`config.mk`:
```
export PLATFORM = sky130hd
export DESIGN_NAME = imem_fetch_port
export DESIGN_NICKNAME = d
export VERILOG_FILES = /design/src/rtl/imem_pkg.sv /design/src/rtl/imem_ram.sv /design/src/rtl/imem_fetch_port.sv
export SDC_FILE = /design/constraint.sdc
export NUM_CORES = 2
export LEC_CHECK = 0
export ABC_AREA = 1
export BUFFER_PORTS_ARGS = -buffer_cell sky130_fd_sc_hd__clkbuf_2
export CAP_MARGIN = 40
export CORE_MARGIN = 2
export CORE_UTILIZATION = 45
export CTS_CLUSTER_SIZE = 28
export DETAILED_ROUTE_END_ITERATION = 10
export PLACE_DENSITY = 0.69
export SYNTH_ARGS = -nofsm -noshare
export SYNTH_HDL_FRONTEND = slang
export SYNTH_SLANG_ARGS = --single-unit
```
`constraint.sdc`:
```
create_clock -name clk -period 2.8 [get_ports clk]
set_clock_uncertainty 0.2 [all_clocks]
set_input_delay 0.28 -clock clk [delete_from_list [all_inputs] [get_ports clk]]
set_output_delay 0.28 -clock clk [all_outputs]
set_load 0.02 [all_outputs]
```
`src/rtl/imem_pkg.sv`:
```
// -----------------------------------------------------------------------------
// imem_pkg
// Shared definitions for the instruction memory fetch port:
//   NOP_INSTR      - instruction written by the post-reset sweep and returned
//                    on faulted fetches (addi x0, x0, 0)
//   state_t        - controller states (INIT sweep, RUN service)
//   fault_t        - response fault code, with FAULT_NONE / FAULT_MISALIGN /
//                    FAULT_RANGE values
// -----------------------------------------------------------------------------
package imem_pkg;

    localparam logic [31:0] NOP_INSTR = 32'h00000013;

    typedef enum logic {
        INIT = 1'b0,
        RUN  = 1'b1
    } state_t;

    typedef logic [1:0] fault_t;

    localparam fault_t FAULT_NONE     = 2'b00;
    localparam fault_t FAULT_MISALIGN = 2'b01;
    localparam fault_t FAULT_RANGE    = 2'b10;

endpackage

```
`src/rtl/imem_ram.sv`:
```
// -----------------------------------------------------------------------------
// imem_ram
// Word-indexed byte storage for the instruction memory.
// Ports:
//   clk    - rising-edge clock
//   we     - write strobe
//   be     - byte enables, bit i writes byte i of the addressed word
//   waddr  - write word index
//   wdata  - write data, little-endian (byte 0 in bits 7:0)
//   re     - read strobe; rdata only changes when re is high
//   raddr  - read word index
//   rdata  - registered read data, read-first with respect to a same-cycle
//            write to the same word
// -----------------------------------------------------------------------------
module imem_ram
    import imem_pkg::*;
#(
    parameter int DEPTH_WORDS = 64,
    localparam int IDX_W = $clog2(DEPTH_WORDS)
) (
    input  logic             clk,
    input  logic             we,
    input  logic [3:0]       be,
    input  logic [IDX_W-1:0] waddr,
    input  logic [31:0]      wdata,
    input  logic             re,
    input  logic [IDX_W-1:0] raddr,
    output logic [31:0]      rdata
);

    logic [3:0][7:0] mem [DEPTH_WORDS];

    // Byte-masked write and holding read register share one process. Because
    // both use non-blocking updates, a read of a word being written in the
    // same cycle returns the contents from before the write.
    always_ff @(posedge clk) begin
        if (we) begin
            for (int b = 0; b < 4; b++) begin
                if (be[b]) begin
                    mem[waddr][b] <= wdata[8*b +: 8];
                end
            end
        end
        if (re) begin
            rdata <= mem[raddr];
        end
    end

endmodule

```
`src/rtl/imem_fetch_port.sv`:
```
// -----------------------------------------------------------------------------
// imem_fetch_port
// Synchronous instruction memory with a valid/ready fetch port, a word-wide
// program-load port and a post-reset NOP sweep.
// Parameters:
//   DEPTH_WORDS - storage depth in 32-bit words (power of two, >= 4)
//   ADDR_W      - width of fetch PC and program address
// Ports:
//   clk, reset          - clock, synchronous active-high reset
//   req_valid/req_ready - fetch handshake, req_pc is the byte address
//   resp_valid/ready    - response handshake; resp_instr and resp_fault are
//                         held in an output register, 1-cycle latency
//   prog_we/be/addr/data- program-load write port (ignored during the sweep)
//   init_busy           - high while the NOP sweep runs
// Build option:
//   IMEM_FAULT_EN defined   - misaligned / out-of-range fetches are flagged in
//                             resp_fault, out-of-range program writes dropped
//   IMEM_FAULT_EN undefined - addresses are truncated to a word boundary and
//                             wrap modulo the memory size, resp_fault is 00
// -----------------------------------------------------------------------------
module imem_fetch_port
    import imem_pkg::*;
#(
    parameter int DEPTH_WORDS = 64,
    parameter int ADDR_W      = 32
) (
    input  logic              clk,
    input  logic              reset,
    input  logic              req_valid,
    output logic              req_ready,
    input  logic [ADDR_W-1:0] req_pc,
    output logic              resp_valid,
    input  logic              resp_ready,
    output logic [31:0]       resp_instr,
    output logic [1:0]        resp_fault,
    input  logic              prog_we,
    input  logic [3:0]        prog_be,
    input  logic [ADDR_W-1:0] prog_addr,
    input  logic [31:0]       prog_data,
    output logic              init_busy
);

    localparam int IDX_W = $clog2(DEPTH_WORDS);
    localparam logic [IDX_W-1:0] LAST_IDX = IDX_W'(DEPTH_WORDS - 1);

    state_t           state;
    state_t           next_state;
    logic [IDX_W-1:0] idx;

    fault_t           req_fault;
    logic             prog_drop;
    logic             accept;

    logic             ram_we;
    logic [3:0]       ram_be;
    logic [IDX_W-1:0] ram_waddr;
    logic [31:0]      ram_wdata;
    logic             ram_re;
    logic [31:0]      ram_rdata;

    logic             resp_from_ram;

    // Address checking. With faults enabled the upper address bits above the
    // storage range flag a range fault (and drop program writes); without
    // faults those bits and the byte offset are simply discarded so that
    // addresses wrap onto the storage.
`ifdef IMEM_FAULT_EN
    always_comb begin
        req_fault = FAULT_NONE;
        if (req_pc[1:0] != 2'b00) begin
            req_fault = FAULT_MISALIGN;
        end else if (|req_pc[ADDR_W-1:IDX_W+2]) begin
            req_fault = FAULT_RANGE;
        end
    end

    assign prog_drop = |prog_addr[ADDR_W-1:IDX_W+2];

    logic unused_prog_lsb;
    assign unused_prog_lsb = ^prog_addr[1:0];
`else
    assign req_fault = FAULT_NONE;
    assign prog_drop = 1'b0;

    logic unused_addr_bits;
    assign unused_addr_bits = ^{req_pc[ADDR_W-1:IDX_W+2], req_pc[1:0],
                                prog_addr[ADDR_W-1:IDX_W+2], prog_addr[1:0]};
`endif

    // Controller state register. Reset always returns to the sweep so that
    // storage contents are rebuilt from scratch after every reset.
    always_ff @(posedge clk) begin
        if (reset) begin
            state <= INIT;
        end else begin
            state <= next_state;
        end
    end

    // Sweep counter: advances one word per cycle while in INIT, so the sweep
    // lasts exactly DEPTH_WORDS cycles.
    always_ff @(posedge clk) begin
        if (reset) begin
            idx <= '0;
        end else if (state == INIT) begin
            idx <= idx + IDX_W'(1);
        end
    end

    // Next-state logic plus the storage write-port mux. During INIT the sweep
    // owns the write port and fetches are blocked; in RUN the program port
    // owns it and fetches are accepted whenever the output register is free
    // or being emptied this cycle.
    always_comb begin
        next_state = state;
        req_ready  = 1'b0;
        init_busy  = 1'b0;
        ram_we     = 1'b0;
        ram_be     = 4'h0;
        ram_waddr  = idx;
        ram_wdata  = NOP_INSTR;
        case (state)
            INIT: begin
                init_busy = 1'b1;
                ram_we    = 1'b1;
                ram_be    = 4'hF;
                if (idx == LAST_IDX) begin
                    next_state = RUN;
                end
            end
            RUN: begin
                req_ready = !resp_valid || resp_ready;
                if (prog_we && !prog_drop) begin
                    ram_we    = 1'b1;
                    ram_be    = prog_be;
                    ram_waddr = prog_addr[IDX_W+1:2];
                    ram_wdata = prog_data;
                end
            end
            default: begin
                next_state = INIT;
            end
        endcase
    end

    assign accept = req_valid && req_ready;

    // Faulted fetches never touch storage; the RAM read register then keeps
    // its old value and the response mux substitutes a NOP instead.
    assign ram_re = accept && (req_fault == FAULT_NONE);

    imem_ram #(
        .DEPTH_WORDS(DEPTH_WORDS)
    ) u_ram (
        .clk  (clk),
        .we   (ram_we),
        .be   (ram_be),
        .waddr(ram_waddr),
        .wdata(ram_wdata),
        .re   (ram_re),
        .raddr(req_pc[IDX_W+1:2]),
        .rdata(ram_rdata)
    );

    // Response register. The instruction word itself lives in the RAM read
    // register; this block tracks validity, the fault code and whether the
    // word should come from storage or be forced to NOP. A reset discards any
    // pending response, stalled or not.
    always_ff @(posedge clk) begin
        if (reset) begin
            resp_valid    <= 1'b0;
            resp_fault    <= FAULT_NONE;
            resp_from_ram <= 1'b0;
        end else if (accept) begin
            resp_valid    <= 1'b1;
            resp_fault    <= req_fault;
            resp_from_ram <= (req_fault == FAULT_NONE);
        end else if (resp_ready) begin
            resp_valid    <= 1'b0;
        end
    end

    assign resp_instr = resp_from_ram ? ram_rdata : NOP_INSTR;

endmodule

```
==> flow_metrics.env <==
export IMPL_status="finished clean"
export IMPL_die_h_um=438
export IMPL_layout_drive_gt1_share=0.124
export IMPL_period_minus_slack_ns=2.76
export IMPL_nets=7687
export IMPL_hp_class="in2reg"
export IMPL_setup_viol=0
export IMPL_grt_pass1_wl_um=348000
export IMPL_relSlewSlack=0.379
export IMPL_peakVddDrop_v=0.000605
export IMPL_slew_violations=0
export IMPL_fin_setup_tns_ns=0
export IMPL_numCtsBuffers=198
export IMPL_grt_max_degree=108
export IMPL_synth_distinct_cells=26
export IMPL_initial_utilization=0.452
export IMPL_clockRootBuffer="clkbuf_16"
export IMPL_gp_congestion=0.912
export IMPL_cts_tree="built"
export IMPL_whs_path_depth=4
export IMPL_yosysTopAreaCell="edfxtp_1"
export IMPL_startpoint="state"
export IMPL_io_buffers=87
export IMPL_seq_area_frac_synth=0.738
export IMPL_hold_viol_final=0
export IMPL_drtIter0Drc=8500
export IMPL_synth_area_leaders="edfxtp_1, nand3_1, nand2_1, nor2_1, clkbuf_1"
export IMPL_r2r_start="state"
export IMPL_postSynthCellCount=7242
export IMPL_cts_max_path_buffers=3
export IMPL_r2r_slack_ns=0.04
export IMPL_grt_pass1_vias=55150
export IMPL_required_ns=3.13
export IMPL_num_rows=159
export IMPL_final_cell_mix="nand2_1, edfxtp_1, nand3_1, buf_4, nor2_1"
export IMPL_worstPathArrival_ns=3.09
export IMPL_ys_ff_latch=2089
export IMPL_synth_area_mm2=0.0848
export IMPL_timing_rr_end="u_ram.mem[14][30]"
export IMPL_die_w_um=438
export IMPL_dp_hpwl_um=146000
export IMPL_clk_latency_ns=0.84
export IMPL_core_area_mm2=0.188
export IMPL_yosys_warnings=0
export IMPL_clkSlewWorstSetupHoldPaths_ns=0.06
export IMPL_worstMarginPinSlew_ns=0.932
export IMPL_fp_dieArea_mm2=0.192
export IMPL_r2r_cells=8
export IMPL_antenna_found_initial=10
export IMPL_clock_sinks=2089
export IMPL_vias=58086
export IMPL_p_leak_nw=37.9
export IMPL_grt_overflow_total=0
export IMPL_wl_um=237000
export IMPL_holdWs_ns=0.0477
export IMPL_post_cts_setup_buffer_count=0
export IMPL_syn_to_final_growth_pct=16.0
export IMPL_endpoint="u_ram.mem[14][30]"
export IMPL_critical_path_class="reg2reg"
export IMPL_via_per_inst=5.66
export IMPL_htreeDepth=4
export IMPL_max_cap_violations=0
export IMPL_power_per_cell_area_mw_per_mm2=646
export IMPL_drc_errors=0
export IMPL_endpoint_kind="register"
export IMPL_synth_top_area_share=0.736
export IMPL_drtPass1Iterations=6
export IMPL_grt_setup_unrepaired="false"
export IMPL_final_common_cell="nand2_1"
export IMPL_grt_use_total=0.243
export IMPL_startpoint_type="register"
export IMPL_wire_per_inst_um=23.1
export IMPL_n_fill_cell=15316
export IMPL_ant_nets=0
export IMPL_syn_area_per_cell_um2=11.7
export IMPL_path_max_fanout=11
export IMPL_max_freq_ghz=0.362
export IMPL_timing_final_crit_share=0.986
export IMPL_ios=142
==> final cells by class <==
cell class	instances	area, um2	share of cell area
clock buffer	249	5320	0.0540
antenna	16	40.0	0.000407
inverter	83	350	0.00356
multi-input combinational	4592	20200	0.205
sequential	2089	62600	0.637
timing repair buffer	617	5770	0.0587
tap	2495	3120	0.0317
clock inverter	121	1000	0.0102
==> metrics by stage <==
step	util	instance area (um2)	std cells	setup WS, ns	total power [mW]
2_1_floorplan	-	84800	7243	-0.305	36.7
3_3_place_gp	0.489	91800	9853	-0.207	37.8
3_5_place_dp	0.489	91800	9853	-0.156	37.9
4_1_cts	0.524	98400	10246	0.0415	63.8
5_1_grt	0.524	98400	10252	0.00787	65.3
6_report	0.525	98400	10262	0.0393	63.6
==> sequential cells by signal (all words and copies together) (netlist names) <==
name,count
u_ram.mem,2048
resp_from_ram,1
idx,6
u_ram.rdata,32
resp_valid,1
state,1
==> power breakdown <==
| part | internal (mW) | switching (mW) | leakage, nW |
|---|---|---|---|
| logic | 0.976 | 2.27 | 13.0 |
| clock network | 14.8 | 11.5 | 3.08 |
| registers | 34.0 | 0.0372 | 21.8 |
==> worst max-delay path: stages (launching register included) <==
cell and delay (ns):
dfxtp_1 0.37, nand2_4 0.12, o21ai_2 0.38, nand2_1 0.23, nor2_4 0.25, nand2_1 0.17, buf_4 0.23, nor2_1 0.27
buf_4 0.24
==> metal layers <==
metal	track usage	routed length, um	vias to the layer above
met5	0	0	-
met4	0.112	11100	0
met3	0.0457	23800	502
met2	0.383	111000	3222
met1	0.328	91200	28170
li1	-	-	26192
==> cell usage after synthesis, drive strengths merged <==
cell    number
nand2     2341
edfxtp    2080
nand3     1912
nor2       305
clkbuf     253
buf        226
inv         82
a21oi       11
o21ai       10
dfxtp        9
or2          6
nor3         3
bufinv       1
conb         1
ha           1
nor4         1
==> cell families (layout without fill, tap and decap cells) <==
| family | after synthesis | count (layout) | share of synthesized area |
|---|---|---|---|
| other cells | 1 | 18 | 0.0000442 |
| buf+inv | 562 | 1070 | 0.0274 |
| flops | 2089 | 2089 | 0.738 |
| compound gates | 21 | 21 | 0.00155 |
| fa+ha+maj | 1 | 1 | 0.000147 |
| simple gates | 4568 | 4568 | 0.232 |
==> how the worst min path moves through the flow <==
stage | start | end | slack (ns)
final | prog_data[10] | u_ram.mem[38][10] | 0.05
after global routing | prog_data[14] | u_ram.mem[49][14] | 0.07
after CTS | prog_data[10] | u_ram.mem[39][10] | 0.02
after detailed placement | idx[5] | state | 0.29
after global placement | idx[5] | idx[5] | 0.28
after floorplan | reset | resp_from_ram | 0.15
==> timing repair <==
action / in CTS / in global routing
setup endpoints to repair: 49 / 86
hold buffers: 23 / 0
endpoints found under the hold margin: 740 / 0
resized for setup: 6 / 4
No activity file was read; power rests on OpenSTA's default activity.
